**config.mk**
```make
export PLATFORM = sky130hd
export DESIGN_NAME = rr_scale_mux
export DESIGN_NICKNAME = d
export VERILOG_FILES = /design/src/rtl/rr_scale_mux.sv
export SDC_FILE = /design/constraint.sdc
export NUM_CORES = 1
export LEC_CHECK = 0
export CORE_ASPECT_RATIO = 1.1
export CORE_MARGIN = 2
export CORE_UTILIZATION = 43
export CTS_BUF_LIST = sky130_fd_sc_hd__clkbuf_8
export CTS_CLUSTER_DIAMETER = 60
export DETAILED_ROUTE_END_ITERATION = 12
export GPL_TIMING_DRIVEN = 0
export PLACE_DENSITY_LB_ADDON = 0.1
export SLEW_MARGIN = 20
export SYNTH_ARGS = -nofsm -noshare
export SYNTH_HDL_FRONTEND = slang
export SYNTH_SLANG_ARGS = --single-unit
```
**constraint.sdc**
```tcl
create_clock -name clk -period 2.95 [get_ports clk]
set_input_delay 0.885 -clock clk [delete_from_list [all_inputs] [get_ports clk]]
set_output_delay 0.885 -clock clk [all_outputs]
set_load 0.01 [all_outputs]
```
**src/rtl/rr_scale_mux.sv**
```systemverilog
// N-channel registered multiplexer with per-channel valid/ready handshakes.
// Grant comes from an explicit select (mode=0) or from round-robin arbitration (mode=1).
module rr_scale_mux #(
    parameter int WIDTH = 8,
    parameter int SELW  = 2
) (
    input  logic                      clk,
    input  logic                      rst_,
    input  logic [(2**SELW)*WIDTH-1:0] in_data,
    input  logic [(2**SELW)-1:0]      in_valid,
    output logic [(2**SELW)-1:0]      in_ready,
    input  logic                      mode,
    input  logic [SELW-1:0]           sel,
    output logic [WIDTH-1:0]          out_data,
    output logic [SELW-1:0]           out_ch,
    output logic                      out_valid,
    input  logic                      out_ready
);

    localparam int CH = 2**SELW;

    logic              grant_s;
    logic [SELW-1:0]   gidx_s;
    logic              load_s;
    logic [CH-1:0]     in_ready_s;
    logic [WIDTH-1:0]  gdata_s;
    logic [SELW-1:0]   ptr_r;
    logic [WIDTH-1:0]  out_data_r;
    logic [SELW-1:0]   out_ch_r;
    logic              out_valid_r;

    // Grant selection: fixed select or first valid channel at or after ptr.
    always_comb begin
        grant_s = 1'b0;
        gidx_s  = '0;
        if (mode == 1'b0) begin
            if (in_valid[sel]) begin
                grant_s = 1'b1;
                gidx_s  = sel;
            end else begin
                grant_s = 1'b0;
                gidx_s  = '0;
            end
        end else begin
            // Descending scan so the closest channel to ptr is written last and wins.
            for (int k = CH - 1; k >= 0; k--) begin
                if (in_valid[ptr_r + SELW'(k)]) begin
                    grant_s = 1'b1;
                    gidx_s  = ptr_r + SELW'(k);
                end else begin
                    grant_s = grant_s;
                    gidx_s  = gidx_s;
                end
            end
        end
    end

    // No word is accepted while reset is asserted.
    assign load_s  = rst_ && (!out_valid_r || out_ready) && grant_s;
    assign gdata_s = in_data[gidx_s*WIDTH +: WIDTH];

    // One-hot ready to the granted channel only when the output stage can take it.
    always_comb begin
        in_ready_s = '0;
        if (load_s) begin
            in_ready_s[gidx_s] = 1'b1;
        end else begin
            in_ready_s = '0;
        end
    end

    // Output register stage and round-robin pointer.
    always_ff @(posedge clk or negedge rst_) begin
        if (!rst_) begin
            out_data_r  <= '0;
            out_ch_r    <= '0;
            out_valid_r <= 1'b0;
            ptr_r       <= '0;
        end else if (load_s) begin
            out_data_r  <= gdata_s;
            out_ch_r    <= gidx_s;
            out_valid_r <= 1'b1;
            if (mode) begin
                ptr_r <= gidx_s + SELW'(1);
            end else begin
                ptr_r <= ptr_r;
            end
        end else if (out_valid_r && out_ready) begin
            out_valid_r <= 1'b0;
        end else begin
            out_valid_r <= out_valid_r;
        end
    end

    assign in_ready  = in_ready_s;
    assign out_data  = out_data_r;
    assign out_ch    = out_ch_r;
    assign out_valid = out_valid_r;

endmodule
```
# == Word level (Yosys, flattened, before mapping) ==
# Index checks and enable logic that the tools add are counted.
# totals
regBits,13
elab_cells,51
output_inout_bits,15
input_bits,42
# op_classes
n_addsub,4
shifts,1
n_reduce_logical,8
n_mux,27
order_cmp,7
# ops
cell,n
32-bit by 6-bit indexed part select with 8-bit output,1
2-bit by 3-bit < comparator with 1-bit output (second input constant),6
1-bit two-way mux,14
2-bit two-way mux,6
1-bit binary-select mux with 2-bit select,5
2-bit by 1-bit adder with 2-bit output (second input constant),2
2-bit adder (second input constant),2
1-bit logical AND,4
4-bit two-way mux,1
1-bit demux with 2-bit select,1
2-bit by 1-bit >= comparator with 1-bit output (second input constant),1
2-bit AND reduction,1
2-bit nonzero test,1
1-bit logical NOT,1
1-bit logical OR,1

# == Depth between registers and ports, before layout ==
# depth
depth_word,13
depth_mapped,7
ltp_nobuf,5

# == Worst setup path after synthesis ==
# Ideal clock, no wire load.
# synth_timing
path_type,input to output
startpoint,input mode
endpoint,output in_ready[2]
slack_ns,0.077
required_ns,2.065
path_buffers,1
arrival_time_ns,1.988
cell_stages,6
path_cell_list,or3b_1 o22ai_1 o21a_2 buf_6 nand2_1 nor2_1
# synth_between
elab_chain_cells,6
elab_cells_between_ends,9
cone_classes,order compare (2); mux (5); reduce/logical (2)
# synth_rtl
element,line,source
start: declaration,12,"input logic mode,"
2-bit two-way mux,36,if (mode == 1'b0) begin
2-bit by 3-bit < comparator with 1-bit output (not written as such) or 2-bit by 1-bit >= comparator with 1-bit output (tied branches),66,in_ready_s[gidx_s] = 1'b1;
1-bit logical AND (not written as such),66,
1-bit two-way mux (not written as such),66,
1-bit demux with 2-bit select,66,
4-bit two-way mux (*),65,if (load_s) begin
end: declaration,11,"output logic [(2**SELW)-1:0] in_ready,"
# Every way passes the cells marked *; elsewhere a longest branch is shown, timed or not.

# == Worst setup path after layout ==
# layout_timing
startpoint,input sel[1]
endpoint,output in_ready[3]
# layout_between
elab_chain_cells,9
elab_cells_between_ends,13
cone_classes,order compare (2); mux (9); reduce/logical (2)
# layout_rtl
element,line,source
start: declaration,13,"input logic [SELW-1:0] sel,"
1-bit binary-select mux with 2-bit select,37,if (in_valid[sel]) begin
1-bit two-way mux (not written as such),37,
2-bit two-way mux,37,
2-bit two-way mux,36,
2-bit by 3-bit < comparator with 1-bit output (not written as such) or 2-bit by 1-bit >= comparator with 1-bit output (tied branches),66,
1-bit logical AND (not written as such),66,
1-bit two-way mux (not written as such),66,
1-bit demux with 2-bit select,66,
4-bit two-way mux (*),65,
# Every way passes the cells marked *; elsewhere a longest branch is shown, timed or not. The select of a mux whose other input is x is not followed.

==> flow_summary.yaml <==
clock_network:
  cts_sinks: 13
  clk_pin_slew_ps: 60
  cts_tree: "built"
  root_buffer: "clkbuf_8"
  holdBufCountCts: 0
  cts_buffers: 3
  cts_max_level: 1
  clk_latency_ps: 250
  cts_buffer_depth: 2
critical_path:
  critical_path_required_ps: 2070
  start_kind: "input port"
  cp-end-kind: "primary output"
  r2r-start: "ptr_r[1]"
  path_max_fanout: 3
  crit_arrival_ps: 2130
  critical_path_class: "input port to primary output"
  startpoint: "sel[1]"
logic_synthesis:
  synthAdderAreaFrac_pct: 0
  synth_top_family_by_area: "compound AO/OA/AOI/OAI gates"
  syn_nets: 154
  yosys_warnings: 0
  synth_top_area_share_pct: 26.1
  synth_area_um2: 1250
  postSynthCellCount: 112
  async_reset_ff_share_pct: 100
  avgSynthCellArea_um2: 11.1
  synth.distinct_cells: 35
  synth-xor-area-share_pct: 0.701
  yosys-mux-area-fraction_pct: 10.7
  ys_top_cells_by_area: "dfrtp_1 (26%), a2111oi_4 (15%), mux2i_1 (8.0%)"
  synthFlopType: "dfrtp_1"
  synth_compound_area_share_pct: 41.8
  synth-seq-cells: 13
  seq_area_frac_synth_pct: 26.1
  synth-simple-area-share_pct: 12.8
  synth_area_leader_cell: "dfrtp_1"
  synth_edf_count: 0
  synth_common_cells: "dfrtp_1 (13), o21ai_0 (13), nor2_1 (11)"
pwr:
  power_frac_clock_pct: 15.8
  combinationalPowerShare_pct: 57.1
  max-vdd-ir-drop_v: 0.000364
  pwr-share-seq_pct: 27.1
  p_int_uw: 647
  switching_share_pct: 36.0
  p_leak_nw: 0.816
  powerDensity_nw_per_um2: 474
  power.net_switching_uw: 364
final_layout:
  final_cell_area_um2: 2130
  num-nets-final: 231
  drive_above_1_share_pct: 38.3
  synthToLayoutAreaGrowth_pct: 70.9
  diodes: 0
sta:
  min_period_ps: 3020
  finalHoldViolCount: 0
  slew_violations: 0
  fin_setup_tns_ps: -111
  worstMarginPinSlew_ps: 385
  period_share_pct: 102
  maxSlewHeadroom_pct: 73.7
  finalSetupViolations: 2
  rsz0062_at_grt: "true"
  clock_skew_ps: 7.18
  fin_ws_ps: -66.8
  whs_ps: 480
  fmax_mhz: 331
detailed_routing:
  drtPass1Iterations: 4
  viasPerCell: 5.59
  drc: 0
  drtAntennaViolNets: 0
  drt-total-wl_um: 3770
  drtIter0Drc: 50
  wl_per_cell_um: 17.0
  vias: 1235
floorplan:
  die_x_um: 55.4
  start_util_pct: 45.0
  ios: 57
  die_h_um: 60.5
  core_area_um2: 2780
  fp.dieArea_um2: 3350
  std_cell_rows: 20
global_routing:
  grt_pass1_wl_um: 5820
  track_usage_pct: 22.6
  gr-total-overflow: 0
  grt_max_degree: 16
  grt_pass1_vias: 1151
  antenna_found_initial: 0
hold_path:
  hold_path_class: "flip-flop to flip-flop"
  hp-start: "out_ch[0]"
placement:
  postPlaceCellArea_um2: 1850
  gp_congestion: 0.811
  portBuffers: 56
  dp_hpwl_um: 2510
outcome:
  outcome: "complete, but fails checks"
  violations: "negative setup slack"
run:
  drv_cap: 0
critical path: stages:
cell and delay (ps):
buf_6 100, or3b_4 410, o22ai_4 170, o21a_4 180
buf_6 110, and3_4 180, buf_6 100
state kept, by name (all words and copies together), names as in the netlist:
register / cells
out_ch: 2
ptr_r: 2
out_valid: 1
out_data: 8
timing repair:
item	4_1_cts	5_1_grt
pin swaps	4	3
resized for setup	70	21
setup endpoints to repair	15	4
setup buffers	13	3
cloned	0	1
power by group through the flow:
stage | Clock, mW | Sequential, mW | Combinational, mW
after floorplan | 0 | 0.294 | 0.278
final | 0.159 | 0.275 | 0.577
after global routing | 0.171 | 0.282 | 0.613
after detailed placement | 0 | 0.276 | 0.517
after global placement | 0 | 0.272 | 0.507
after CTS | 0.161 | 0.275 | 0.556
per-stage QoR:
stage          utilization [%]  instances  total power [mW]  setup WS [ps]
4_1_cts                   72.8        217             0.992           -119
2_1_floorplan                -        112             0.572           77.0
6_report                  76.8        221              1.01          -66.8
3_5_place_dp              66.6        201             0.792          -1590
5_1_grt                   76.8        221              1.07           -110
3_3_place_gp              66.6        201             0.779          -1510
worst paths after layout:
path                               end  slack, ps  depth (start not counted)
max                        in_ready[3]        -70                          7
min                          out_ch[0]        480                          1
max reg2reg                out_data[5]        920                          8
min reg2reg                  out_ch[0]        480                          1
max in group asynchronous    out_ch[1]       2210                          2
min in group asynchronous    out_ch[0]        560                          2
cell type report:
type | instances | area, µm²
Inverter | 1 | 3.75
Multi-Input combinational cell | 90 | 915
Clock buffer | 3 | 41.3
Tap cell | 33 | 41.3
Sequential cell | 13 | 325
Timing Repair Buffer | 73 | 713
Fill cell | 198 | 643
Clock inverter | 1 | 3.75
Buffer | 7 | 91.3
cells by family after synthesis:
family                    Yosys count
xor gates and xnor gates            1
buffers and inverters               9
AOI/OAI and AO/OA                  48
DFF                                13
and+or+nand+nor                    29
muxes                              12
cell usage in the layout (no fill, tap or decap), types with 2 or more instances in the layout:
master           synthesis  routed
clkdlybuf4s50_1          0      44
buf_4                    1      15
buf_6                    6      13
dfrtp_1                 13      13
o21ai_0                 13      12
nor2_1                  11      10
mux2i_1                 10       9
a21oi_1                  8       8
a2111oi_4                7       7
a211oi_2                 7       7
nand2_1                  5       4
buf_12                   1       3
clkbuf_8                 0       3
buf_2                    0       3
nand2b_1                 4       2
a21o_1                   2       2
inv_1                    1       2
and3_4                   0       2
o21ai_1                  1       2
nand2b_4                 0       2
buf_8                    0       2
metal layers:
metal	wire length [µm]	up-vias	GRT usage [%]
li1	-	586	-
met2	1870	61	37.9
met4	81	0	7.32
met5	0	-	0
met1	1540	579	30.0
met3	274	9	4.26
No activity file was read; power rests on OpenSTA's default activity.
